### src/rtl/tl_pkg.sv
// Shared traffic-light definitions: phase codes, lamp one-hots, 7-segment glyphs,
// the display saturation limit and the BCD converter state type.
package tl_pkg;

  localparam logic [1:0] OFF     = 2'd0;
  localparam logic [1:0] LEFT    = 2'd1;
  localparam logic [1:0] FORWARD = 2'd2;
  localparam logic [1:0] RIGHT   = 2'd3;

  localparam logic [3:0] LAMP_STOP    = 4'b0001;
  localparam logic [3:0] LAMP_LEFT    = 4'b0010;
  localparam logic [3:0] LAMP_FORWARD = 4'b0100;
  localparam logic [3:0] LAMP_RIGHT   = 4'b1000;

  // Segment order {g,f,e,d,c,b,a}, bit0 = a, active-high.
  localparam logic [6:0] SEG_0 = 7'h3F;
  localparam logic [6:0] SEG_1 = 7'h06;
  localparam logic [6:0] SEG_2 = 7'h5B;
  localparam logic [6:0] SEG_3 = 7'h4F;
  localparam logic [6:0] SEG_4 = 7'h66;
  localparam logic [6:0] SEG_5 = 7'h6D;
  localparam logic [6:0] SEG_6 = 7'h7D;
  localparam logic [6:0] SEG_7 = 7'h07;
  localparam logic [6:0] SEG_8 = 7'h7F;
  localparam logic [6:0] SEG_9 = 7'h6F;

  localparam int unsigned SAT_LIMIT = 99;

  typedef enum logic [1:0] {
    CV_IDLE  = 2'd0,
    CV_LOAD  = 2'd1,
    CV_SHIFT = 2'd2,
    CV_STORE = 2'd3
  } cv_state_t;

  function automatic logic [3:0] lamp_decode(input logic [1:0] ph);
    case (ph)
      LEFT:    return LAMP_LEFT;
      FORWARD: return LAMP_FORWARD;
      RIGHT:   return LAMP_RIGHT;
      default: return LAMP_STOP;
    endcase
  endfunction

  function automatic logic [6:0] seg_encode(input logic [3:0] d);
    case (d)
      4'd0:    return SEG_0;
      4'd1:    return SEG_1;
      4'd2:    return SEG_2;
      4'd3:    return SEG_3;
      4'd4:    return SEG_4;
      4'd5:    return SEG_5;
      4'd6:    return SEG_6;
      4'd7:    return SEG_7;
      4'd8:    return SEG_8;
      4'd9:    return SEG_9;
      default: return 7'h00;
    endcase
  endfunction

endpackage

### src/rtl/tl_bin2bcd.sv
// Sequential 7-bit binary to two-digit BCD converter (shift-add-3, one bit per cycle).
// Handshake: while i_start is high the converter runs back to back; o_done is high
// for the single STORE cycle in which o_tens/o_ones hold the finished result.
module tl_bin2bcd
  import tl_pkg::*;
(
  input  logic       clk,
  input  logic       reset,
  input  logic       i_start,
  input  logic [6:0] i_bin,
  output logic       o_done,
  output logic [3:0] o_tens,
  output logic [3:0] o_ones,
  output cv_state_t  o_state
);

  cv_state_t  r_state;
  cv_state_t  w_next;
  logic [6:0] r_bin;
  logic [7:0] r_bcd;
  logic [2:0] r_iter;
  logic [7:0] w_adj;

  // Add-3 correction on each nibble before the shift so it carries correctly.
  always_comb begin
    w_adj[3:0] = (r_bcd[3:0] >= 4'd5) ? r_bcd[3:0] + 4'd3 : r_bcd[3:0];
    w_adj[7:4] = (r_bcd[7:4] >= 4'd5) ? r_bcd[7:4] + 4'd3 : r_bcd[7:4];
  end

  always_comb begin
    w_next = r_state;
    case (r_state)
      CV_IDLE:  if (i_start) w_next = CV_LOAD;
      CV_LOAD:  w_next = CV_SHIFT;
      CV_SHIFT: if (r_iter == 3'd6) w_next = CV_STORE;
      CV_STORE: w_next = i_start ? CV_LOAD : CV_IDLE;
      default:  w_next = CV_IDLE;
    endcase
  end

  always_ff @(posedge clk or posedge reset) begin
    if (reset) begin
      r_state <= CV_IDLE;
      r_bin   <= 7'd0;
      r_bcd   <= 8'd0;
      r_iter  <= 3'd0;
    end else begin
      r_state <= w_next;
      case (r_state)
        CV_LOAD: begin
          r_bin  <= i_bin;
          r_bcd  <= 8'd0;
          r_iter <= 3'd0;
        end
        CV_SHIFT: begin
          r_bcd  <= {w_adj[6:0], r_bin[6]};
          r_bin  <= {r_bin[5:0], 1'b0};
          r_iter <= r_iter + 3'd1;
        end
        default: ;
      endcase
    end
  end

  assign o_done  = (r_state == CV_STORE);
  assign o_tens  = r_bcd[7:4];
  assign o_ones  = r_bcd[3:0];
  assign o_state = r_state;

endmodule

### src/rtl/tl_display_driver.sv
// Traffic-light display driver: lamp decode, countdown to BCD, 4-digit 7-segment scan.
// Optional last-seconds lamp flashing is enabled by defining TL_LAST_FLASH_EN.
module tl_display_driver
  import tl_pkg::*;
#(
  parameter int CNT_W     = 32,
  parameter int SCAN_DIV  = 50000,
  parameter int BLINK_DIV = 25000000
)
(
  input  logic             clk,
  input  logic             reset,
  input  logic [1:0]       phase_a,
  input  logic [CNT_W-1:0] count_a,
  input  logic [1:0]       phase_b,
  input  logic [CNT_W-1:0] count_b,
  output logic [3:0]       lamp_a,
  output logic [3:0]       lamp_b,
  output logic [6:0]       seg,
  output logic [3:0]       an,
  output logic             bcd_valid
);

  localparam int SCAN_W = (SCAN_DIV > 1) ? $clog2(SCAN_DIV) : 1;

  if (SCAN_DIV < 2 || BLINK_DIV < 2) begin : g_bad_param
    $error("tl_display_driver: SCAN_DIV and BLINK_DIV must be at least 2");
  end

  logic [3:0]        r_lamp_a;
  logic [3:0]        r_lamp_b;
  logic              r_chan;
  logic [3:0]        r_tens_a;
  logic [3:0]        r_ones_a;
  logic [3:0]        r_tens_b;
  logic [3:0]        r_ones_b;
  logic              r_done_a;
  logic              r_done_b;
  logic [SCAN_W-1:0] r_scan_cnt;
  logic [1:0]        r_digit;
  logic [6:0]        r_seg;
  logic [3:0]        r_an;

  logic [6:0]        w_sat_a;
  logic [6:0]        w_sat_b;
  logic [6:0]        w_bin;
  logic              w_done;
  logic [3:0]        w_tens;
  logic [3:0]        w_ones;
  cv_state_t         w_cv_state;
  logic              w_store;
  logic              w_valid;
  logic [3:0]        w_digit_val;
  logic              w_blank;

  // Display saturates at 99 so the converter only ever sees 7 bits.
  assign w_sat_a = (count_a > CNT_W'(SAT_LIMIT)) ? 7'(SAT_LIMIT) : count_a[6:0];
  assign w_sat_b = (count_b > CNT_W'(SAT_LIMIT)) ? 7'(SAT_LIMIT) : count_b[6:0];
  assign w_bin   = r_chan ? w_sat_b : w_sat_a;

  tl_bin2bcd u_bin2bcd (
    .clk     (clk),
    .reset   (reset),
    .i_start (1'b1),
    .i_bin   (w_bin),
    .o_done  (w_done),
    .o_tens  (w_tens),
    .o_ones  (w_ones),
    .o_state (w_cv_state)
  );

  assign w_store = w_done && (w_cv_state == CV_STORE);
  assign w_valid = r_done_a & r_done_b;

  // The single converter alternates channels; each STORE lands in the channel just converted.
  always_ff @(posedge clk or posedge reset) begin
    if (reset) begin
      r_chan   <= 1'b0;
      r_tens_a <= 4'd0;
      r_ones_a <= 4'd0;
      r_tens_b <= 4'd0;
      r_ones_b <= 4'd0;
      r_done_a <= 1'b0;
      r_done_b <= 1'b0;
    end else if (w_store) begin
      if (!r_chan) begin
        r_tens_a <= w_tens;
        r_ones_a <= w_ones;
        r_done_a <= 1'b1;
      end else begin
        r_tens_b <= w_tens;
        r_ones_b <= w_ones;
        r_done_b <= 1'b1;
      end
      r_chan <= ~r_chan;
    end
  end

`ifdef TL_LAST_FLASH_EN
  localparam int BLINK_W = $clog2(BLINK_DIV);

  logic [BLINK_W-1:0] r_blink_cnt;
  logic               r_blink;
  logic               w_flash_a;
  logic               w_flash_b;

  always_ff @(posedge clk or posedge reset) begin
    if (reset) begin
      r_blink_cnt <= '0;
      r_blink     <= 1'b1;
    end else if (r_blink_cnt == BLINK_W'(BLINK_DIV - 1)) begin
      r_blink_cnt <= '0;
      r_blink     <= ~r_blink;
    end else begin
      r_blink_cnt <= r_blink_cnt + 1'b1;
    end
  end

  // Flash uses the raw count, so a saturated display never hides a real last-seconds value.
  assign w_flash_a = (phase_a != OFF) && (count_a <= CNT_W'(3));
  assign w_flash_b = (phase_b != OFF) && (count_b <= CNT_W'(3));

  always_ff @(posedge clk or posedge reset) begin
    if (reset) begin
      r_lamp_a <= 4'b0000;
      r_lamp_b <= 4'b0000;
    end else begin
      r_lamp_a <= lamp_decode(phase_a) & {4{r_blink | ~w_flash_a}};
      r_lamp_b <= lamp_decode(phase_b) & {4{r_blink | ~w_flash_b}};
    end
  end
`else
  always_ff @(posedge clk or posedge reset) begin
    if (reset) begin
      r_lamp_a <= 4'b0000;
      r_lamp_b <= 4'b0000;
    end else begin
      r_lamp_a <= lamp_decode(phase_a);
      r_lamp_b <= lamp_decode(phase_b);
    end
  end
`endif

  always_ff @(posedge clk or posedge reset) begin
    if (reset) begin
      r_scan_cnt <= '0;
      r_digit    <= 2'd0;
    end else if (r_scan_cnt == SCAN_W'(SCAN_DIV - 1)) begin
      r_scan_cnt <= '0;
      r_digit    <= r_digit + 2'd1;
    end else begin
      r_scan_cnt <= r_scan_cnt + 1'b1;
    end
  end

  // Tens digits suppress a leading zero; ones digits always show.
  always_comb begin
    w_digit_val = r_ones_a;
    w_blank     = 1'b0;
    case (r_digit)
      2'd0: w_digit_val = r_ones_a;
      2'd1: begin
        w_digit_val = r_tens_a;
        w_blank     = (r_tens_a == 4'd0);
      end
      2'd2: w_digit_val = r_ones_b;
      2'd3: begin
        w_digit_val = r_tens_b;
        w_blank     = (r_tens_b == 4'd0);
      end
      default: ;
    endcase
  end

  always_ff @(posedge clk or posedge reset) begin
    if (reset) begin
      r_seg <= 7'h00;
      r_an  <= 4'b0000;
    end else begin
      r_seg <= (!w_valid || w_blank) ? 7'h00 : seg_encode(w_digit_val);
      r_an  <= 4'b0001 << r_digit;
    end
  end

  assign lamp_a    = r_lamp_a;
  assign lamp_b    = r_lamp_b;
  assign seg       = r_seg;
  assign an        = r_an;
  assign bcd_valid = w_valid;

endmodule
### config.mk
export PLATFORM = sky130hd
export DESIGN_NAME = tl_display_driver
export DESIGN_NICKNAME = d
export VERILOG_FILES = /design/src/rtl/tl_pkg.sv /design/src/rtl/tl_bin2bcd.sv /design/src/rtl/tl_display_driver.sv
export SDC_FILE = /design/constraint.sdc
export NUM_CORES = 1
export LEC_CHECK = 0
export CAP_MARGIN = 40
export CORE_ASPECT_RATIO = 0.5
export CORE_MARGIN = 5
export CORE_UTILIZATION = 29
export DETAILED_ROUTE_END_ITERATION = 7
export GPL_ROUTABILITY_DRIVEN = 0
export PLACE_DENSITY = 0.61
export SLEW_MARGIN = 10
export SYNTH_ARGS = -nofsm -noshare
export SYNTH_HDL_FRONTEND = slang
export SYNTH_SLANG_ARGS = --single-unit
export TNS_END_PERCENT = 100
### constraint.sdc
create_clock -name clk -period 2.4 [get_ports clk]
set_input_delay 0.36 -clock clk [delete_from_list [all_inputs] [get_ports clk]]
set_output_delay 0.36 -clock clk [all_outputs]
set_load 0.1 [all_outputs]
# [Yosys cells after proc, flatten, opt, wreduce, memory -nomap -nowiden]
# Memories as Yosys holds them, arrays and structs flattened.
# Cells that the tools add are included.
[totals] regBits=76 latchBits=0 ram_bits=0 rom_bits=112 inputBits=70 output_inout_bits=20 word_cells=71 mem_count=1
[classes] addsub=5 n_mul=0 n_div=0 n_lt_le_gt_ge=4 n_eq_ne=15 shifts=1 n_mux=16 n_bitwise=2 reduce_logical=10
[memory_table] memory="(name not given)" depth=16 width=7 read_ports=1 rd_ports_with_merged_regs=0 wr=0 line_no="tl_pkg.sv:46" source="case (d)"
[ops] op="greater-than comparator 32 x 7 -> 1 bit, second input constant" count=2
[ops] op="two-way mux 7 bit" count=4
[ops] op="case mux 4 bit (3 select lines)" count=2
[ops] op="adder 16 x 1 -> 16 bit, second input constant" count=1
[ops] op="equality test 16 bit, second input constant" count=1
[ops] op="equality test 2 bit, second input constant" count=8
[ops] op="two-way mux 16 bit" count=1
[ops] op="case mux 4 bit (4 select lines)" count=1
[ops] op="case mux 8 bit (2 select lines)" count=1
[ops] op="case mux 7 bit (2 select lines)" count=1
[ops] op="equality test 2 x 1 -> 1 bit, second input constant" count=4
[ops] op=">= comparator 4 x 3 -> 1 bit, second input constant" count=2
[ops] op="logical NOT 4 bit" count=2
[ops] op="case mux 2 bit (3 select lines)" count=1
[ops] op="case mux 3 bit (2 select lines)" count=1
[ops] op="adder 4 x 2 -> 4 bit, second input constant" count=1
[ops] op="logical NOT 2 bit" count=2
[ops] op="two-way mux 4 bit" count=1
[ops] op="AND reduction 2 bit" count=2
[ops] op="<< shifter 1 x 2 -> 4 bit, first input constant" count=1
[ops] op="adder 3 x 1 -> 3 bit, second input constant" count=1
[ops] op="adder 3 x 2 -> 3 bit, second input constant" count=1
[ops] op="equality test 3 bit, second input constant" count=1
[ops] op="two-way mux 3 bit" count=1
[ops] op="other kinds (10)" count=10

# [Logic depth before layout (Yosys ltp)]
[logic_depth] depth_word=4 depth_mapped=9 ltp_nobuf=9

# [By module]
# A second synthesis with hierarchy kept.
[hier_totals] cells_unflattened=347 hier_area_um2=3812.4
[modules_own_cells] module="tl_display_driver" n_inst=1 cells_each=237 area_per_inst_um2=2676.3 seq_area_each_um2=1401.3
[modules_own_cells] module="tl_bin2bcd" n_inst=1 cells_each=110 area_per_inst_um2=1136.1 seq_area_each_um2=500.5

# [Worst setup path after synthesis]
# No wires, ideal clock.
[synth_path] path_type="register -> register" from="register r_digit[0]" to="register r_seg[3] (netlist: seg[3])" setup_ns=0.094 t_arrival_ns=1.908 t_required_ns=2.306 path_slack_ns=0.398 path_stages_with_launch=8 path_buffers=0 period_less_slack_ns=2.002 cell_sequence="dfrtp_1 inv_1 ha_1 a222oi_1 mux2i_1 ha_1 mux2_2 a211oi_1"
[synth_between] elab_chain_len=4 elab_cells_between_ends=9 cone_classes="eq/ne (3); mux (3); reduce/logical (2); memory (1)"
[synth_rtl] item="from (decl)" line_no="tl_display_driver.sv:40" source="logic [1:0] r_digit;"
[synth_rtl] item="from (signal assigned)" line_no="tl_display_driver.sv:150" source="r_digit <= r_digit + 2'd1;"
[synth_rtl] item="equality test 2 bit, or another cell as far along" line_no="tl_display_driver.sv:160" source="case (r_digit)"
[synth_rtl] item="case mux 4 bit (4 select lines) or case mux 1 bit (2 select lines) (tied branches)" line_no="tl_display_driver.sv:160"
[synth_rtl] item="memory read (16 x 7 bit) or logical OR 1 bit (tied branches)"
[synth_rtl] item="two-way mux 7 bit *" line_no="tl_display_driver.sv:180" source="r_seg <= (!w_valid || w_blank) ? 7'h00 : seg_encode(w_digit_val);"
[synth_rtl] item="to (signal assigned)" line_no="tl_display_driver.sv:180"
[synth_rtl] item="to (decl)" line_no="tl_display_driver.sv:41" source="logic [6:0] r_seg;"
# Mark *: on every way between the ends. The rest lies on a longest branch, timed or not.
# A chain may end at the register's enable or synchronous reset.

# [Final worst setup path]
[layout_path] from="register r_digit[1]" to="register r_seg[3] (netlist: seg[3])"
# The elaborated chain is that of the path after synthesis.

==> impl_results.md <==
- Vias in the first global route: 2848
- Peak Freq: 445 MHz
- Max Fanout on Critical Path: 6
- Pwr/cell area: 564 nW/um^2
- Synth Register Bits: 76
- P&R area growth vs syn: 37.3%
- Worst setup EP type: flop
- Final worst slack: between 150 and 200 ps
- Routed vias/inst: about 4.7
- Switching share of power: a little under a quarter
- Clk root buf: clkbuf_16
- Starting Density: between 20% and 30%
- # setup viols final: 0
- Die ar.: 15200 um^2
- Share of cells above drive strength 1: between 10 and 15%
- Mapped Cells: 337
- Period utilization: between 90% and 100%
- Worst reg2reg path startpoint: r_digit[1]
- Post-synthesis cell area: roughly 3700 um^2
- Run status: completed
- Detailed Place HPWL: between 6000 and 7000 um
- Post-synth cell types: 47
- GRT overflow: 0
- Pins Over Slew Limit: 0
- First-pass GRT wire length: between 10000 and 15000 um
- Total core area: between 10000 and 15000 um^2
- WP data required: about 2700 ps
- Number of I/O pins: 90
- Prevailing post-synth register cell: dfrtp_1
- Worst Tran Pin Value: roughly 490 ps
- Sequential share of power: a little under half
- GRT Util Overall: 11.5%
- Sw Pwr: about 640 uW
- Worst Hold Class: in2async
- Drt pass-1 iters: 4
- Max-slew headroom: approximately 66%
- Initial antenna violation count: 0
- H-Tree Depth: 3
- WL/cell: between 10 and 15 um
- Async set-reset flop share out of synthesis: 100%
- Sink Count: 76
- Clk_skew: between 5 and 6 ps
- Register area share after synthesis: between 50% and 60%
- Critical path data arrival time: 2500 ps
- CTS tree: built
- Fin nets: ~520
- Vias after detailed routing: around 2.9k
- DR iter-0 viols: around 170
- Setup WS pre-CTS: ~170 ps
- Clk buf depth: 2
- EDFF count, synth: 0
- Avg Inst Size Synth: approximately 11 um^2
- Leak: between 0.002 and 0.0025 uW
- Row count: 29
- Final TNS setup: 0 ps
- Final hold violation count: 0
- Max cap viols: 0
- Skew-Pair Late Insertion Delay: around 330 ps
- Die Ht: between 80 and 90 um
- WS Path Type: reg2reg
- DIE WIDTH: ~170 um
- I/O Buffers: 89
- DRT Wirelength: ~8300 um
- Detailed-route DRC error count: 0
- Clock Power Share: 46.8%
- Worst Setup Start Kind: flop
- Pin count of the biggest net entering global routing: between 70 and 80
- Worst setup startpoint: r_digit[1]
- ANT nets after route: 0
- Total power: about 2800 uW
- Int Pwr: 2210 uW
- Syn_nets: around 430
- Logic pwr share: slightly below 8%
- Reg clk slew, reported paths: about 60 ps
- Yosys warns: 0
- TritonCTS buffer count: 9
- # diodes: 0
- RSZ-0062 raised after global routing: false
- Min Tclk post-route: around 2200 ps
- Peak supply drop: 0.291 mV
- Hold slack: 432 ps
## cell usage in the layout, fill, tap and decap left out, types with 4 or more instances in the layout
master,instances
dfrtp_1,76
clkdlybuf4s50_1,69
nand2_1,30
buf_4,25
nor2_1,19
nor4_1,19
ha_1,19
o21ai_0,17
inv_1,14
mux2_2,12
xnor2_1,10
nand3_1,10
xor2_1,9
clkbuf_16,9
nor2b_1,8
a21oi_1,8
nor3_1,8
a22o_1,8
nand4_1,7
nand2b_1,7
a22oi_1,4
o31ai_1,4
## cell usage after synthesis (all sizes together), types with 2 or more instances
cell type | instances | area (um^2)
dfrtp | 76 | 1900
nand2 | 30 | 113
ha | 19 | 238
nor2 | 19 | 71.3
nor4 | 19 | 119
o21ai | 17 | 85.1
inv | 16 | 60.1
mux2 | 12 | 135
nand3 | 10 | 50.1
xnor2 | 10 | 87.6
xor2 | 9 | 78.8
a21oi | 8 | 40.0
a22o | 8 | 70.1
nor2b | 8 | 50.1
nor3 | 8 | 40.0
nand2b | 7 | 43.8
nand4 | 7 | 43.8
clkbuf | 6 | 22.5
a22oi | 4 | 30.0
mux2i | 4 | 40.0
o31ai | 4 | 30.0
a221o | 3 | 33.8
a222oi | 3 | 30.0
and2 | 3 | 18.8
and4 | 3 | 26.3
a211oi | 2 | 20.0
a311oi | 2 | 17.5
buf | 2 | 8.75
nor4b | 2 | 23.8
o311a | 2 | 20.0
or2b | 2 | 15.0
## metal layers
| layer | global-route usage (%) | vias to the layer above | wire [um] |
|---|---|---|---|
| met5 | 0 | - | 0 |
| met1 | 15.3 | 1386 | 4060 |
| met2 | 17.8 | 58 | 3690 |
| met4 | 3.73 | 0 | 111 |
| li1 | - | 1430 | - |
| met3 | 3.76 | 10 | 441 |
## timing repair
action | in CTS | in global routing
resized for setup | 0 | 1
hold buffers | 0 | 0
buffers inserted | 0 | 1
setup endpoints to repair | 0 | 2
## kinds of logic (layout without fill, tap and decap cells)
kind of cell             Yosys count  count (layout)  synth area share, %
AND/OR/NAND/NOR                  123             123                 17.7
flip-flops                        76              76                 51.7
AO/OA/AOI/OAI                     60              60                 12.3
buffers and inverters             24             126                 2.48
adder cells (fa/ha/maj)           19              19                 6.46
XOR/XNOR                          19              19                 4.52
multiplexers                      16              16                 4.76
## area by class of cell
cell class	instances	area (um^2)
Fill cell	1248	7500
Sequential cell	76	1900
Multi-Input combinational cell	237	1690
Timing Repair Buffer	95	898
Clock buffer	9	225
Tap cell	170	213
Clock inverter	6	65.1
Inverter	16	60.1
## critical path, stage by stage (launching register included)
cell	delay, ps
dfrtp_1	410
ha_1	270
a222oi_1	490
mux2i_2	190
ha_1	320
mux2_2	260
a211oi_1	210
## power groups by stage
stage / Combinational, uW / Sequential, uW / Clock, uW
after global routing: 240 / 1290 / 1440
after detailed placement: 228 / 1310 / 0
after floorplan: 30.1 / 1360 / 0
final: 224 / 1290 / 1330
after CTS: 228 / 1290 / 1380
after global placement: 226 / 1310 / 0
## flip-flops by register name, indices dropped and copies added (netlist names)
register           count
r_tens_a               4
r_tens_b               4
lamp_a                 4
an                     4
r_ones_b               4
u_bin2bcd.r_bin        7
r_ones_a               4
r_scan_cnt            16
r_chan                 1
seg                    7
r_done_a               1
r_digit                2
u_bin2bcd.o_state      2
lamp_b                 4
r_done_b               1
u_bin2bcd.r_iter       3
u_bin2bcd.r_bcd        8
## per-stage QoR
stage / cells / cell area, um^2 / util (%)
after detailed placement: 593 / 4750 / 37.8
after global routing: 609 / 5050 / 40.2
after floorplan: 337 / 3680 / -
after CTS: 608 / 5040 / 40.2
final: 609 / 5050 / 40.2
after global placement: 593 / 4750 / 37.8
## final timing paths
kind | endpoint | slack, ps | cells after the start
setup / recovery | seg[3] | 150 | 6
max in group asynchronous | r_scan_cnt[4] | 1650 | 3
min in group clk | r_done_b | 460 | 1
hold reg to reg | r_done_b | 460 | 1
setup reg to reg | seg[3] | 150 | 6
hold / removal | lamp_b[0] | 430 | 3
No activity file was read; power rests on OpenSTA's default activity.
